[src/rtl/uart_line_ctrl_pkg.sv]
// rtl/uart_line_ctrl_pkg.sv - shared ASCII codes and state encodings for the UART line controller
package uart_line_ctrl_pkg;

  localparam logic [7:0] ASCII_LF = 8'h0A;
  localparam logic [7:0] ASCII_CR = 8'h0D;
  localparam logic [7:0] ASCII_BS = 8'h08;

  typedef enum logic {
    COLLECT,
    READY
  } line_state_e;

  typedef enum logic [1:0] {
    TX_IDLE,
    TX_WAIT,
    TX_BUSY
  } tx_state_e;

endpackage

[src/rtl/uart_line_ctrl_fifo.sv]
// rtl/uart_line_ctrl_fifo.sv - synchronous FIFO with registered pointers, used for the echo queue
module uart_line_ctrl_fifo #(
  parameter int WIDTH = 8,
  parameter int DEPTH = 4
) (
  input  logic             i_clk,
  input  logic             i_reset,
  input  logic             i_push,
  input  logic [WIDTH-1:0] i_push_data,
  input  logic             i_pop,
  output logic [WIDTH-1:0] o_pop_data,
  output logic             o_full,
  output logic             o_empty
);

  localparam int PW = $clog2(DEPTH);

  logic [WIDTH-1:0] r_mem [DEPTH];
  logic [PW:0]      r_wr_ptr;
  logic [PW:0]      r_rd_ptr;
  logic             w_wr_en;
  logic             w_rd_en;

  assign o_empty = (r_wr_ptr == r_rd_ptr);
  assign o_full  = (r_wr_ptr[PW] != r_rd_ptr[PW]) && (r_wr_ptr[PW-1:0] == r_rd_ptr[PW-1:0]);
  // A pop in the same cycle frees a slot, so a full FIFO still accepts the push
  assign w_rd_en = i_pop && !o_empty;
  assign w_wr_en = i_push && (!o_full || w_rd_en);
  assign o_pop_data = r_mem[r_rd_ptr[PW-1:0]];

  always_ff @(posedge i_clk) begin
    if (i_reset) begin
      r_wr_ptr <= '0;
      r_rd_ptr <= '0;
    end else begin
      if (w_wr_en) r_wr_ptr <= r_wr_ptr + 1'b1;
      if (w_rd_en) r_rd_ptr <= r_rd_ptr + 1'b1;
    end
  end

  always_ff @(posedge i_clk) begin
    if (w_wr_en) r_mem[r_wr_ptr[PW-1:0]] <= i_push_data;
  end

endmodule

[src/rtl/uart_line_ctrl.sv]
// rtl/uart_line_ctrl.sv - RX line assembly with echo, and round-robin UART TX arbitration echo vs CPU
module uart_line_ctrl
  import uart_line_ctrl_pkg::*;
#(
  parameter int  LINE_MAX   = 16,
  parameter int  ECHO_DEPTH = 4,
  parameter bit  ECHO_EN    = 1'b1,
  localparam int LW         = $clog2(LINE_MAX + 1),
  localparam int AW         = $clog2(LINE_MAX)
) (
  input  logic          i_clk,
  input  logic          i_reset,
  input  logic [7:0]    i_rx_data,
  input  logic          i_rx_valid,
  output logic [7:0]    o_tx_data,
  output logic          o_tx_start,
  input  logic          i_tx_busy,
  input  logic [7:0]    i_cpu_tx_data,
  input  logic          i_cpu_tx_req,
  output logic          o_cpu_tx_ack,
  output logic          o_line_ready,
  output logic [LW-1:0] o_line_len,
  input  logic [AW-1:0] i_rd_addr,
  output logic [7:0]    o_rd_data,
  input  logic          i_line_ack,
  output logic          o_overflow
);

  localparam logic [LW-1:0] LEN_MAX = LW'(LINE_MAX);

  line_state_e   r_line_state, w_line_next;
  logic [LW-1:0] r_len;
  logic [7:0]    r_buf [LINE_MAX];
  logic          r_overflow;
  logic [7:0]    r_rd_data;
  logic          w_store, w_len_inc, w_len_dec, w_len_clr, w_ovf_set, w_ovf_clr, w_echo;

  tx_state_e     r_tx_state, w_tx_next;
  logic          r_rr_cpu;
  logic [7:0]    r_tx_data;
  logic          w_grant_cpu, w_grant_echo, w_tx_start;
  logic [7:0]    w_tx_byte, w_fifo_data;
  logic          w_fifo_full, w_fifo_empty;

  always_comb begin
    w_line_next = r_line_state;
    w_store     = 1'b0;
    w_len_inc   = 1'b0;
    w_len_dec   = 1'b0;
    w_len_clr   = 1'b0;
    w_ovf_set   = 1'b0;
    w_ovf_clr   = 1'b0;
    w_echo      = 1'b0;
    case (r_line_state)
      COLLECT: begin
        if (i_rx_valid) begin
          case (i_rx_data)
            ASCII_LF: if (r_len != '0) w_line_next = READY;
            ASCII_CR: ;
            ASCII_BS: if (r_len != '0) begin
              w_len_dec = 1'b1;
              w_echo    = 1'b1;
            end
            default: if (r_len < LEN_MAX) begin
              w_store   = 1'b1;
              w_len_inc = 1'b1;
              w_echo    = 1'b1;
            end else begin
              w_ovf_set = 1'b1;
            end
          endcase
        end
      end
      READY: begin
        // Ack clear takes precedence over a byte arriving in the same cycle
        if (i_line_ack) begin
          w_len_clr   = 1'b1;
          w_ovf_clr   = 1'b1;
          w_line_next = COLLECT;
        end else if (i_rx_valid) begin
          w_ovf_set = 1'b1;
        end
      end
      default: w_line_next = COLLECT;
    endcase
  end

  always_ff @(posedge i_clk) begin
    if (i_reset) r_line_state <= COLLECT;
    else         r_line_state <= w_line_next;
  end

  always_ff @(posedge i_clk) begin
    if (i_reset) begin
      r_len      <= '0;
      r_overflow <= 1'b0;
      r_rd_data  <= '0;
    end else begin
      if (w_len_clr)      r_len <= '0;
      else if (w_len_inc) r_len <= r_len + 1'b1;
      else if (w_len_dec) r_len <= r_len - 1'b1;
      if (w_ovf_clr)      r_overflow <= 1'b0;
      else if (w_ovf_set) r_overflow <= 1'b1;
      r_rd_data <= r_buf[i_rd_addr];
    end
  end

  always_ff @(posedge i_clk) begin
    if (w_store) r_buf[r_len[AW-1:0]] <= i_rx_data;
  end

  uart_line_ctrl_fifo #(.WIDTH(8), .DEPTH(ECHO_DEPTH)) u_echo_fifo (
    .i_clk       (i_clk),
    .i_reset     (i_reset),
    .i_push      (w_echo && ECHO_EN),
    .i_push_data (i_rx_data),
    .i_pop       (w_grant_echo),
    .o_pop_data  (w_fifo_data),
    .o_full      (w_fifo_full),
    .o_empty     (w_fifo_empty)
  );

  always_comb begin
    w_tx_next    = r_tx_state;
    w_grant_cpu  = 1'b0;
    w_grant_echo = 1'b0;
    case (r_tx_state)
      TX_IDLE: begin
        if (!i_tx_busy && !i_reset) begin
          if (i_cpu_tx_req && (w_fifo_empty || r_rr_cpu)) begin
            w_grant_cpu = 1'b1;
            w_tx_next   = TX_WAIT;
          end else if (!w_fifo_empty) begin
            w_grant_echo = 1'b1;
            w_tx_next    = TX_WAIT;
          end
        end
      end
      TX_WAIT: if (i_tx_busy)  w_tx_next = TX_BUSY;
      TX_BUSY: if (!i_tx_busy) w_tx_next = TX_IDLE;
      default: w_tx_next = TX_IDLE;
    endcase
  end

  assign w_tx_start = w_grant_cpu || w_grant_echo;
  assign w_tx_byte  = w_grant_cpu ? i_cpu_tx_data : w_fifo_data;

  always_ff @(posedge i_clk) begin
    if (i_reset) begin
      r_tx_state <= TX_IDLE;
      r_rr_cpu   <= 1'b0;
      r_tx_data  <= '0;
    end else begin
      r_tx_state <= w_tx_next;
      // Priority passes to the requester that was not just served
      if (w_tx_start) begin
        r_tx_data <= w_tx_byte;
        r_rr_cpu  <= w_grant_echo;
      end
    end
  end

  assign o_tx_start   = w_tx_start;
  assign o_tx_data    = w_tx_start ? w_tx_byte : r_tx_data;
  assign o_cpu_tx_ack = w_grant_cpu;
  assign o_line_ready = (r_line_state == READY);
  assign o_line_len   = r_len;
  assign o_rd_data    = r_rd_data;
  assign o_overflow   = r_overflow;

endmodule

[config.mk]
export PLATFORM = sky130hd
export DESIGN_NAME = uart_line_ctrl
export DESIGN_NICKNAME = d
export VERILOG_FILES = /design/src/rtl/uart_line_ctrl_pkg.sv /design/src/rtl/uart_line_ctrl_fifo.sv /design/src/rtl/uart_line_ctrl.sv
export SDC_FILE = /design/constraint.sdc
export NUM_CORES = 1
export LEC_CHECK = 0
export BUFFER_PORTS_ARGS = -buffer_cell sky130_fd_sc_hd__buf_2
export CORE_ASPECT_RATIO = 0.7
export CORE_MARGIN = 10
export CORE_UTILIZATION = 30
export DETAILED_ROUTE_END_ITERATION = 16
export MAX_ROUTING_LAYER = met4
export SLEW_MARGIN = 20
export SYNTH_ARGS = -nofsm -noshare
export SYNTH_HDL_FRONTEND = slang
export SYNTH_SLANG_ARGS = --single-unit
[constraint.sdc]
create_clock -name i_clk -period 2.8 [get_ports i_clk]
set_clock_uncertainty 0.2 [all_clocks]
set_input_delay 0.28 -clock i_clk [delete_from_list [all_inputs] [get_ports i_clk]]
set_output_delay 0.28 -clock i_clk [all_outputs]
set_load 0.02 [all_outputs]
# Word-level counts from Yosys, hierarchy flattened
# Memory sizes are Yosys's and may differ from the RTL's. A register that Yosys moved wholly into a read port is not among the register bits.
# Index checks and enable logic that the tools add are counted.
[word_totals]
mem_bits_rw = 160
ff_bits = 24
in_bits = 26
elab_cells = 93
n_memories = 2
[op_classes]
addsub = 4
reduce_logical = 19
mux = 46
n_bitwise = 1
eq_ne = 12
order_cmp = 1
[memory_table]
columns = ["memory", "words", "width", "read_ports", "rd_ports_with_merged_regs", "write_ports", "line_no", "text"]
rows = [
  ["r_buf", 16, 8, 1, 1, 1, "uart_line_ctrl.sv:33", "logic [7:0] r_buf [LINE_MAX];"],
  ["u_echo_fifo.r_mem", 4, 8, 1, 1, 1, "uart_line_ctrl_fifo.sv:18", "logic [WIDTH-1:0] r_mem [DEPTH];"],
]
[op_table]
columns = ["cell", "count"]
rows = [
  ["1-bit two-way mux", 31],
  ["8-bit by 4-bit equality test with 1-bit output (second input constant)", 3],
  ["8-bit two-way mux", 2],
  ["2-bit two-way mux", 7],
  ["5-bit two-way mux", 2],
  ["3-bit by 1-bit adder with 3-bit output (second input constant)", 2],
  ["2-bit inequality test (second input constant)", 3],
  ["1-bit case mux with 2 select lines", 3],
  ["2-bit case mux with 3 select lines", 1],
  ["5-bit by 1-bit adder with 5-bit output (second input constant)", 1],
  ["1-bit logical AND", 5],
  ["5-bit < comparator (second input constant)", 1],
  ["5-bit nonzero test", 1],
  ["5-bit by 1-bit subtractor with 5-bit output (second input constant)", 1],
  ["1-bit zero test", 4],
  ["4-bit AND reduction", 1],
  ["2-bit OR reduction", 2],
  ["3-bit equality test", 1],
  ["1-bit logical OR", 3],
  ["3-bit inequality test (second input constant)", 1],
  ["3-bit OR reduction", 1],
  ["2-bit by 1-bit equality test with 1-bit output (second input constant)", 1],
  ["2-bit equality test", 1],
  ["2-bit equality test (second input constant)", 1],
  ["other kinds (4)", 4],
]

# Longest topological paths before layout
# Gate-level depths: netlist of the first run.
[logic_depth]
ltp_word = 11
mapped_depth = 10
mapped_depth_nobuf = 10

# Hierarchy
# A second synthesis of the first run with hierarchy kept.
[hier_totals]
cells_unflattened = 487
area_unflattened_um2 = 7912.6
[modules_own_cells]
columns = ["module", "area_per_inst_um2", "seq_area_each_um2", "n_inst", "cells_each"]
rows = [
  ["uart_line_ctrl", 6213.5, 4364.2, 1, 390],
  ["uart_line_ctrl_fifo", 1699.1, 1121.1, 1, 97],
]

# Worst setup path before layout of the first run
# OpenSTA, ideal clock, no wires.
[synth_path]
path_type = "in2reg"
start = "input i_rx_data[4]"
end = "register r_len[4] (netlist: o_line_len[4])"
t_required_ns = 2.526
arrival_ns = 2.307
setup_slack_ns = 0.219
setup_time_ns = 0.074
cell_stages = 9
path_buffers = 0
cell_sequence = "or4b_4 -> a211o_1 -> and2_1 -> inv_1 -> ha_1 -> a21o_1 -> a21oi_1 -> nand4b_1 -> a31oi_1"
[synth_via]
elab_chain_len = 6
word_cells_on_any_way = 12
cone_classes = "eq/ne (3); mux (7); reduce/logical (2)"
[synth_rtl]
columns = ["item", "line_no", "text"]
rows = [
  ["start, declared", "uart_line_ctrl.sv:13", "input logic [7:0] i_rx_data,"],
  ["8-bit by 4-bit equality test with 1-bit output", "uart_line_ctrl.sv:57", "case (i_rx_data)"],
  ["3-bit OR reduction (no line)", "-", ""],
  ["1-bit two-way mux", "uart_line_ctrl.sv:57", ""],
  ["1-bit two-way mux", "uart_line_ctrl.sv:56", "if (i_rx_valid) begin"],
  ["1-bit two-way mux", "uart_line_ctrl.sv:54", "case (r_line_state)"],
  ["5-bit two-way mux / 2-bit nonzero test (equally long branches)", "-", ""],
  ["end signal, assigned", "uart_line_ctrl.sv:100", "else if (w_len_inc) r_len <= r_len + 1'b1;"],
  ["end signal, assigned", "uart_line_ctrl.sv:101", "else if (w_len_dec) r_len <= r_len - 1'b1;"],
  ["end, declared", "uart_line_ctrl.sv:32", "logic [LW-1:0] r_len;"],
]
# Several ways; a longest one is shown, not always the timed one.
# A chain may end at the register's enable or synchronous reset.

# Worst setup path after layout of the first run
[layout_path]
start = "register r_tx_state[0]"
end = "output o_tx_data[1]"
[layout_via]
elab_chain_len = 4
word_cells_on_any_way = 6
cone_classes = "mux (4); reduce/logical (2)"
[layout_rtl]
columns = ["item", "line_no", "text"]
rows = [
  ["start, declared", "uart_line_ctrl.sv:38", "tx_state_e r_tx_state, w_tx_next;"],
  ["start signal, assigned", "uart_line_ctrl.sv:154", "r_tx_state <= w_tx_next;"],
  ["2-bit zero test (*)", "uart_line_ctrl.sv:127", "case (r_tx_state)"],
  ["1-bit two-way mux", "uart_line_ctrl.sv:127", ""],
  ["8-bit two-way mux / 1-bit logical OR (equally long branches)", "uart_line_ctrl.sv:146, uart_line_ctrl.sv:145", ""],
  ["8-bit two-way mux (*)", "-", ""],
  ["end, declared", "uart_line_ctrl.sv:15", "output logic [7:0] o_tx_data,"],
]
# Every way passes the cells marked *; elsewhere a longest branch is shown, timed or not.

==> metrics.md, run 1 <==
| Metric | Value |
|---|---|
| Required @ worst endpoint | `~2300 ps` |
| Pin count of the biggest net entering global routing | `33` |
| Final wirelength | `17960 um` |
| Setup slack, reg-to-reg | `between 300 and 400 ps` |
| CTS Sinks | `between 150 and 200` |
| Row cnt | `between 40 and 50` |
| Max Fanout on Critical Path | `5` |
| Post-route cell area | `9156 um2` |
| Sequential element share of the synthesized area | `between 70% and 80%` |
| Number of I/O pins | `between 50 and 60` |
| Die height | `about 150 um` |
| Gpl congestion | `~0.79` |
| TritonRoute pass-1 iters | `5` |
| DRC Markers | `0` |
| Unique cell type count in the Yosys netlist | `42` |
| Slew @ Worst Pin | `between 900 and 1000 ps` |
| Area growth from synthesis to layout | `19.40%` |
| Layout cell share with drive strength beyond 1 | `between 30 and 40%` |
| Mean Syn Cell Area | `approximately 19 um2` |
| Total CTS buffers | `17` |
| DR iter-0 viols | `around 400` |
| Max-Cap Viols | `0` |
| Vias in the first global route | `between 4k and 5k` |
| Async SR Flop Fraction | `0%` |
| Final nets | `~530` |
| Hold Crit Start | `i_rx_data[3]` |
| Worst setup path category | `flop to output pin` |
| Core Region | `~25000 um2` |
| Clk_lat worst skew | `approximately 420 ps` |
| EDFF count, synth | `160` |
| Diode insertion count for antenna repair | `0` |
| Met3 WL post-DR | `around 1300 um` |
| Max H-tree Level | `4` |
| DR vias/cell | `roughly 4.9` |
| Post-synthesis register bit count | `194` |
| Crit share post-route | `a little over nine tenths` |
| Synth Flop Type | `edfxtp_1` |
| Worst r2r src | `o_line_ready` |
| Post-DP HPWL | `12150 um` |
| Gr usage total | `a little under an eighth` |
| Max clock buf depth | `2` |
| Warnings, synthesis | `0` |
| Port bufs | `50` |
| Largest area contributor in the netlist | `edfxtp_1` |
| CP Data Arrival Time | `around 2300 ps` |
| Die area | `around 32000 um2` |
| Pwr/cell area | `approximately 760 nW/um2` |
| Die W | `roughly 210 um` |
| Reg2reg path depth | `6` |
| Drt wl/cell | `~22 um` |
| Met2 WL | `8039 um` |
| Finished Core Util | `36.74%` |
| Crit path capture type | `output pin` |
| WHS Endpoint | `r_buf[9][3]` |
| Period minus WS final | `2731 ps` |
| Synth area leaders | `edfxtp_1 63%, mux4_2 14%, dfxtp_1 8.9%` |
| LEAKAGE | `0.003140 uW` |
| Via count | `between 4k and 5k` |
| Clock root cell | `clkbuf_16` |
| Slew margin rel. | `about a third` |
| Gate count of the mapped netlist | `410` |
| Fin. max-slew vios | `0` |
| Gr ovfl total | `0` |
| Unrepaired setup endpoints after global routing | `yes` |
| Top-area cell type share of the netlist area | `a little over three fifths` |
| Global-route wire length before repair | `about 27000 um` |
| Post-Place Cell Area | `8462 um2` |
| Netlist area before placement | `approximately 7700 um2` |
| Syn_nets | `~450` |
| Met1 WL | `between 8000 and 9000 um` |
| Final hold violations | `0` |
| Clk slew on worst S/H paths | `~70 ps` |
| Hold Crit Class | `input port to flop` |
| Setup-failing EPs final | `0` |
| Hold-critical path depth | `1` |
| Initial core utilization | `between 30% and 40%` |
| Initial antenna violation count | `0` |
| VDD IR max | `~0.00040 V` |
| Status | `finished clean` |
| Fmax | `between 300 and 400 MHz` |
| Worst reg2reg endpoint | `u_echo_fifo.r_mem[1][5]` |
| Routed Antenna Nets | `0` |
| CTS tree | `yes` |
| DR top layer | `met4` |
| Critical Path Source Type | `flop` |
-- placed cells by master, fill, tap and decap left out, types with 5 or more instances in the layout --
cell type	n
a21oi_1	5
mux4_2	48
nand2b_1	5
dfxtp_1	31
clkbuf_16	17
edfxtp_1	160
xnor2_1	5
a221o_1	8
nor2b_1	23
nor2_1	27
buf_2	47
nand2_1	10
ha_1	8
buf_4	23
inv_1	5
and2_1	5
nor2_2	7
mux2i_1	5
-- layer usage --
| layer | vias to the layer above | track usage (%) |
|---|---|---|
| li1 | 1789 | - |
| met5 | - | - |
| met4 | 0 | 2.270 |
| met3 | 6 | 3.554 |
| met1 | 2180 | 16.07 |
| met2 | 124 | 15.87 |
-- per-stage QoR --
step / power, uW / TNS (ps) / instances / hold slack [ps] / setup WS [ps]
after global routing: 7214 / -74.80 / 829 / 4.931 / -11.52
after floorplan: 4123 / 0 / 410 / 178.9 / 218.7
final: 6946 / 0 / 829 / 18.65 / 68.83
after detailed placement: 4519 / -16.36 / 793 / 261.8 / -16.36
after CTS: 6957 / 0 / 828 / 0.3311 / 20.97
after global placement: 4486 / 0 / 793 / 256.4 / 4.087
-- registers in the layout, summed over array words and instances (netlist names), named ones only --
name and flops:
r_rr_cpu 1, u_echo_fifo.r_rd_ptr 3, o_rd_data 8, o_line_ready 1
u_echo_fifo.r_mem 32, r_tx_state 2, o_overflow 1, r_tx_data 8
r_buf 128, u_echo_fifo.r_wr_ptr 3, o_line_len 5
-- synthesized netlist by cell type (all sizes together) (2+ instances only) --
cell type  count
nor4           2
clkbuf         4
xnor2          6
nand2         10
nor3b          3
a21o           4
mux2i          5
nor2b         25
nand2b         5
xor2           3
ha             8
nor2          34
inv            5
buf           11
a31oi          2
a21oi          5
nor3           2
mux4          48
edfxtp       160
a221o          8
or2            2
and2           5
nand3b         3
or4            2
nand3          3
dfxtp         34
mux2           2
-- critical path: stages, from the launching register on --
cell	delay [ps]
dfxtp_2	350
or4_4	540
a311o_2	450
nor2b_1	170
a221o_1	140
buf_2	170
-- repair_timing --
| action | in CTS | in global routing |
|---|---|---|
| buffers inserted | 0 | 0 |
| hold buffers | 4 | 0 |
| hold endpoints to repair | 4 | 0 |
| setup endpoints to repair | 8 | 51 |
| pin swaps | 1 | 2 |
| gates cloned | 0 | 1 |
| resized for setup | 2 | 18 |
-- layout make-up --
| cell class | instances | area (um2) |
|---|---|---|
| fillers | 2290 | 15770 |
| repair buffers | 77 | 499.2 |
| flip-flops and latches | 194 | 5489 |
| clock inverters | 13 | 160.2 |
| inverters | 5 | 18.77 |
| clock buffers | 18 | 429.2 |
| well taps | 325 | 406.6 |
| multi-input cells | 197 | 2153 |
-- logic make-up after synthesis --
| group | count (synthesis) | share of synthesized area (%) |
|---|---|---|
| buffers and inverters | 20 | 1.044 |
| xor gates and xnor gates | 9 | 1.028 |
| DFF | 194 | 71.53 |
| and+or+nand+nor | 100 | 7.228 |
| AOI/OAI and AO/OA | 23 | 2.513 |
| muxes | 55 | 15.09 |
| adders and majority gates | 9 | 1.566 |
-- worst max-delay path by stage --
stage / endpoint / start / slack, ps
after floorplan: o_line_len[4] / i_rx_data[4] / 220
after CTS: o_tx_data[0] / r_tx_state[1] / 20
final: o_tx_data[1] / r_tx_state[0] / 70
after global routing: r_buf[12][0] / i_rx_valid / -10
after detailed placement: o_line_len[4] / i_rx_data[3] / -20
after global placement: o_line_len[4] / i_rx_data[3] / 4
-- power by group --
group	switching, uW	internal [uW]
clock network	1060	1400
logic	603	435
registers	96.7	3350
Note: power is estimated with default switching activity, not from simulation.
==> run 2: changes to the inputs <==
clock period = 2.4 ns   (was 2.8 ns; I/O delays follow)
==> metrics.md, run 2 (synthesis results as in run 1) <==
| Metric | Value |
|---|---|
| Routed Antenna Nets | `0 (unchanged)` |
| Max H-tree Level | `4 (unchanged)` |
| Final critical-path setup slack | `-251.4 ps (-320.2 ps)` |
| Pin count of the biggest net entering global routing | `33 (unchanged)` |
| Core Region | `24920 um2 (unchanged)` |
| Port bufs | `50 (unchanged)` |
| Drt wl/cell | `19.66 um (-9.2%)` |
| Layout cell share with drive strength beyond 1 | `40.59% (+6.7 points)` |
| Crit path capture type | `output pin` |
| Worst reg2reg endpoint | `r_tx_data[1]` |
| Worst setup path category | `flop to output pin` |
| Final wirelength | `17140 um (-4.5%)` |
| Total CTS buffers | `17 (unchanged)` |
| Reg2reg path depth | `9 (+3)` |
| Fin cells | `872 (+5.2%)` |
| VDD IR max | `0.0005486 V (+36%)` |
| Gpl congestion | `0.8395 (+6.0%)` |
| Clk_lat worst skew | `420 ps (about the same)` |
| Commonest non-fill, non-tap cell in the layout | `edfxtp_1` |
| Post-route cell area | `9635 um2 (+5.2%)` |
| DR iter-0 viols | `319 (-23%)` |
| Global-route wire length before repair | `26680 um (-0.59%)` |
| Final hold violations | `0 (unchanged)` |
| Initial core utilization | `30.77% (unchanged)` |
| Max Fanout on Critical Path | `5 (unchanged)` |
| Die W | `211.1 um (unchanged)` |
| Largest register FFs | `128 (unchanged)` |
| Via count | `4112 (+0.32%)` |
| Failing checks | `negative setup slack` |
| Finished Core Util | `38.66% (+1.9 points)` |
| Post-placement cell count | `820 (+3.4%)` |
| Setup slack, reg-to-reg | `130 ps (-230 ps)` |
| Post-Place Cell Area | `8758 um2 (+3.5%)` |
| CTS Sinks | `194 (unchanged)` |
| Fmax | `between 300 and 400 MHz` |
| Required @ worst endpoint | `1960 ps (-360 ps)` |
| Unrepaired setup endpoints after global routing | `yes` |
| Commonest cells after routing, fill and taps aside | `160 x edfxtp_1, 56 x buf_4, 48 x mux4_2` |
| Diode insertion count for antenna repair | `0 (unchanged)` |
| WHS | `39.52 ps (+20.87 ps)` |
| Hold Crit Class | `input port to flop` |
| CTS tree | `yes` |
| Hold-critical path depth | `3 (+2)` |
| LEAKAGE | `0.003403 uW (+8.4%)` |
| Period minus WS final | `around 2700 ps` |
| Status | `finished, violations left` |
| Clock root cell | `clkbuf_16` |
| Crit-path cells | `or4_4, a311o_2, nor2b_1, a221o_1, buf_6` |
| CP peak stage delay | `560 ps (+20 ps)` |
| Max-Cap Viols | `0 (unchanged)` |
| Area growth from synthesis to layout | `25.65%` |
| TNS Setup | `-1508 ps (-1508 ps)` |
| Max clock buf depth | `2 (unchanged)` |
| Die height | `153.8 um (unchanged)` |
| Clk slew on worst S/H paths | `70 ps (about the same)` |
| Final nets | `569 (+8.0%)` |
| Row cnt | `48 (unchanged)` |
| Setup-failing EPs final | `8 (+8)` |
| DRC Markers | `0 (unchanged)` |
| Crit share post-route | `110.5%` |
| Hold Crit Start | `i_cpu_tx_data[5]` |
| TritonRoute pass-1 iters | `4 (-1)` |
| Critical Path Source Type | `flop` |
| Vias in the first global route | `4450 (+5.4%)` |
| WHS Endpoint | `r_tx_data[5]` |
| CP Data Arrival Time | `2210 ps (-40 ps)` |
| Fillers | `2207 (-3.6%)` |
| Worst r2r src | `r_tx_state[1]` |
| Number of I/O pins | `51 (unchanged)` |
| Initial antenna violation count | `0 (unchanged)` |
| DR vias/cell | `4.716 (-4.6%)` |
| Pwr/cell area | `859.8 nW/um2 (+13%)` |
| Die area | `32460 um2 (unchanged)` |
| Gr usage total | `11.20% (-0.23 points)` |
| Post-DP HPWL | `12290 um (+1.1%)` |
| Slew @ Worst Pin | `700.2 ps (-272.3 ps)` |
| Slew margin rel. | `52.96% (+18 points)` |
| Fin. max-slew vios | `0 (unchanged)` |
| Gr ovfl total | `0 (unchanged)` |
| Critical-path top delay cell | `or4_4` |
## run 2: cell count changes in the layout (fill, tap and decap cells not counted), moves of 4 or more
cell and change:
buf_6 +7, buf_2 -5, buf_12 +5, buf_4 +33, clkinv_1 -4, clkinv_2 +4
## run 2: per-layer routing
metal  vias up  global-route usage [%]  share of wire [%]  wire, um
met1      2127                   14.73                 45      7763
met5         -                       -                  0         0
met4         0                   2.270               0.30        51
met3         4                   3.412                7.1      1211
li1       1875                       -                  -         -
met2       106                   16.80                 47      8117
## run 2: repair_timing
action                     CTS  global route
resized for setup           25            11
hold endpoints to repair     8             0
buffers inserted             7             6
hold buffers                 6             0
pin swaps                    2             5
setup endpoints to repair   17            68
gates cloned                 1             0
## run 2: where the power goes
group / internal (uW) / switching [uW]
Sequential: 3910 / 104
Combinational: 704 / 761
Clock: 1600 / 1210
## run 2: worst max path at each step
stage,startpoint,to,slack (ps),depth (start not counted)
final,r_tx_state[1],o_tx_data[4],-250,5
after global routing,r_tx_state[1],o_tx_data[4],-310,5
after CTS,r_tx_state[1],o_tx_data[4],-260,5
after detailed placement,i_rx_data[3],o_line_len[3],-180,11
after global placement,i_rx_data[3],o_line_len[3],-140,11
after floorplan,i_rx_data[6],o_line_len[4],-5,9
## run 2: per-stage QoR
| stage | power, uW | setup WS, ps |
|---|---|---|
| after floorplan | 4844 | -4.821 |
| after global placement | 5363 | -140.8 |
| after detailed placement | 5418 | -182.8 |
| after CTS | 8315 | -261.5 |
| after global routing | 8628 | -309.4 |
| final | 8284 | -251.4 |
## run 2: layout make-up
cell class / instances / area (um2) / area share, %
Inverter: 5 / 21.27 / 0.2208
Clock inverter: 11 / 125.1 / 1.299
Sequential cell: 194 / 5488 / 56.95
Multi-Input combinational cell: 197 / 2213 / 22.97
Timing Repair Buffer: 119 / 920.9 / 9.557
Clock buffer: 21 / 460.4 / 4.779
Tap cell: 325 / 406.6 / 4.220
## run 2: critical path: cells and delay by family, from the launching register on
| family | cells | cell delay [ps] |
|---|---|---|
| AND/OR/NAND/NOR | 2 | 720 |
| AO/OA/AOI/OAI | 2 | 610 |
| flip-flops | 1 | 330 |
| buffers and inverters | 1 | 130 |
==> run 3: changes to the inputs <==
TNS_END_PERCENT = 50   (was default)
clock period = 3.4 ns   (was 2.4 ns; I/O delays follow)
==> metrics.md, run 3 (synthesis results as in run 1) <==
| Metric | Value |
|---|---|
| Core Region | `24920 um2 (unchanged)` |
| Max clock buf depth | `2 (unchanged)` |
| CTS tree | `yes` |
| Required @ worst endpoint | `2860 ps (+900 ps)` |
| Port bufs | `50 (unchanged)` |
| Gr usage total | `11.23% (+0.024 points)` |
| Layout cell share with drive strength beyond 1 | `33.14% (-7.4 points)` |
| Fmax | `~330 MHz` |
| Max H-tree Level | `4 (unchanged)` |
| Unrepaired setup endpoints after global routing | `no` |
| Total CTS buffers | `17 (unchanged)` |
| Final hold violations | `0 (unchanged)` |
| Worst path most repeated cell | `buf_2` |
| Power Internal | `4112 uW (-34%)` |
| Die height | `153.8 um (unchanged)` |
| Clk slew on worst S/H paths | `70 ps (about the same)` |
| Worst setup path category | `input port to output pin` |
| Clock Power Share | `34.2% (+0.3 points)` |
| CP Data Arrival Time | `2540 ps (+330 ps)` |
| CP top delay family | `buffers and inverters` |
| Critical Path Source Type | `input port` |
| CP peak stage delay | `530 ps (-30 ps)` |
| Area growth from synthesis to layout | `18.76%` |
| CTS Sinks | `194 (unchanged)` |
| Clock root cell | `clkbuf_16` |
| Number of I/O pins | `51 (unchanged)` |
| Pwr/cell area | `608.5 nW/um2 (-29%)` |
| Clk_lat worst skew | `430 ps (about the same)` |
| Switching pwr | `1431 uW (-31%)` |
| Slew margin rel. | `45.68% (-7.3 points)` |
| TritonRoute pass-1 iters | `4 (unchanged)` |
| Pin count of the biggest net entering global routing | `33 (unchanged)` |
| TNS Setup | `0 ps (+1508 ps)` |
| Commonest non-fill, non-tap cell in the layout | `edfxtp_1` |
| Crit share post-route | `between 90% and 100%` |
| Crit path capture type | `output pin` |
| Die W | `211.1 um (unchanged)` |
| Commonest cells after routing, fill and taps aside | `160 x edfxtp_1, 50 x buf_2, 48 x mux4_2` |
| Largest register FFs | `128 (unchanged)` |
| Hold Crit Class | `input port to flop` |
| Comb power frac | `14.5% (-3.2 points)` |
| Setup-failing EPs final | `0 (-8)` |
| Fin. max-slew vios | `0 (unchanged)` |
| Initial core utilization | `30.77% (unchanged)` |
| Period minus WS final | `roughly 3100 ps` |
| DRC Markers | `0 (unchanged)` |
| Critical-path top delay cell | `dlygate4sd3_1` |
| DR iter-0 viols | `334 (+4.7%)` |
| Fillers | `2268 (+2.8%)` |
| Vias in the first global route | `4238 (-4.8%)` |
| Slew @ Worst Pin | `809.3 ps (+109.1 ps)` |
| Diode insertion count for antenna repair | `0 (unchanged)` |
| Gpl congestion | `0.7585 (-9.6%)` |
| WHS | `44.93 ps (+5.405 ps)` |
| Final nets | `535 (-6.0%)` |
| Sw Share | `25.81% (+0.76 points)` |
| Final wirelength | `17040 um (-0.61%)` |
| Via count | `3986 (-3.1%)` |
| Seq pwr share | `51.3% (+2.9 points)` |
| Initial antenna violation count | `0 (unchanged)` |
| VDD IR max | `0.0003753 V (-32%)` |
| DR vias/cell | `4.757 (+0.87%)` |
| Row cnt | `48 (unchanged)` |
| Global-route wire length before repair | `26130 um (-2.1%)` |
| Status | `finished clean` |
| LEAKAGE | `0.003172 uW (-6.8%)` |
| Post-DP HPWL | `11920 um (-3.0%)` |
| Routed Antenna Nets | `0 (unchanged)` |
| Post-cts gate resize count | `0 (-100%)` |
| Max-Cap Viols | `0 (unchanged)` |
| Critical path buffers and inverters | `3 (+2)` |
| Die area | `32460 um2 (unchanged)` |
| Crit-path cells | `dlygate4sd3_1, buf_2, or4_1, a311o_1, nor2b_1, a221o_1, buf_2` |
| Max Fanout on Critical Path | `10 (+5)` |
| Gr ovfl total | `0 (unchanged)` |
| Drt wl/cell | `20.33 um (+3.4%)` |
-- run 3: cell types whose count changed in the layout (fill, tap and decap cells not counted), sizes merged --
cell	change
buf	-29
clkbuf	-4
dlygate4sd3	-4
clkinvlp	+2
inv	+2
a311o	-1
bufinv	-1
clkinv	+1
-- run 3: area by class of cell --
type / instances / area [um2] / area share (%)
Clock inverter: 15 / 130.1 / 1.429
Tap cell: 325 / 406.6 / 4.465
Inverter: 5 / 18.77 / 0.2061
Clock buffer: 17 / 425.4 / 4.671
Timing Repair Buffer: 86 / 538.0 / 5.907
Sequential cell: 194 / 5485 / 60.23
Multi-Input combinational cell: 196 / 2103 / 23.09
-- run 3: power by group through the flow --
| stage | logic [uW] | registers [uW] | clock network [uW] |
|---|---|---|---|
| after floorplan | 492 | 2900 | 0 |
| after global placement | 797 | 2890 | 0 |
| after detailed placement | 815 | 2900 | 0 |
| after CTS | 820 | 2850 | 1930 |
| after global routing | 888 | 2860 | 2030 |
| final | 804 | 2840 | 1890 |
-- run 3: layer usage --
layer | routed length (um) | up-vias | GRT usage [%] | share of wire, %
li1 | - | 1805 | - | -
met1 | 7511 | 2050 | 14.64 | 44
met2 | 7935 | 116 | 16.66 | 47
met3 | 1400 | 15 | 3.310 | 8.2
met4 | 191 | 0 | 3.164 | 1.1
met5 | 0 | - | - | 0
-- run 3: timing repair --
item	CTS	global route
endpoints found under the hold margin	3	0
hold buffers	2	0
buffers inserted	0	0
-- run 3: final timing paths --
kind	cells past startpoint	start	slack, ps	end
setup / recovery	7	i_tx_busy	320	o_tx_data[3]
hold / removal	4	i_cpu_tx_req	40	r_rr_cpu
setup reg to reg	8	o_line_len[4]	730	o_line_len[4]
hold reg to reg	2	r_rr_cpu	270	r_rr_cpu
-- run 3: worst min-delay path: stages --
cell and delay, ps:
buf_2 100, nand2_1 70, nand2_1 60, a21oi_1 50
-- run 3: per-stage QoR --
| stage | cells | setup slack, ps | utilization [%] | instance area [um2] | total power (uW) |
|---|---|---|---|---|---|
| finish | 838 | 324.7 | 36.54 | 9107 | 5542 |
| global route | 838 | 182.5 | 36.54 | 9107 | 5786 |
| CTS | 838 | 305.5 | 36.54 | 9107 | 5598 |
| detailed placement | 804 | 243.7 | 34.23 | 8532 | 3714 |
| global placement | 804 | 386.2 | 34.23 | 8532 | 3684 |
| floorplan | 410 | 758.7 | - | 7669 | 3395 |
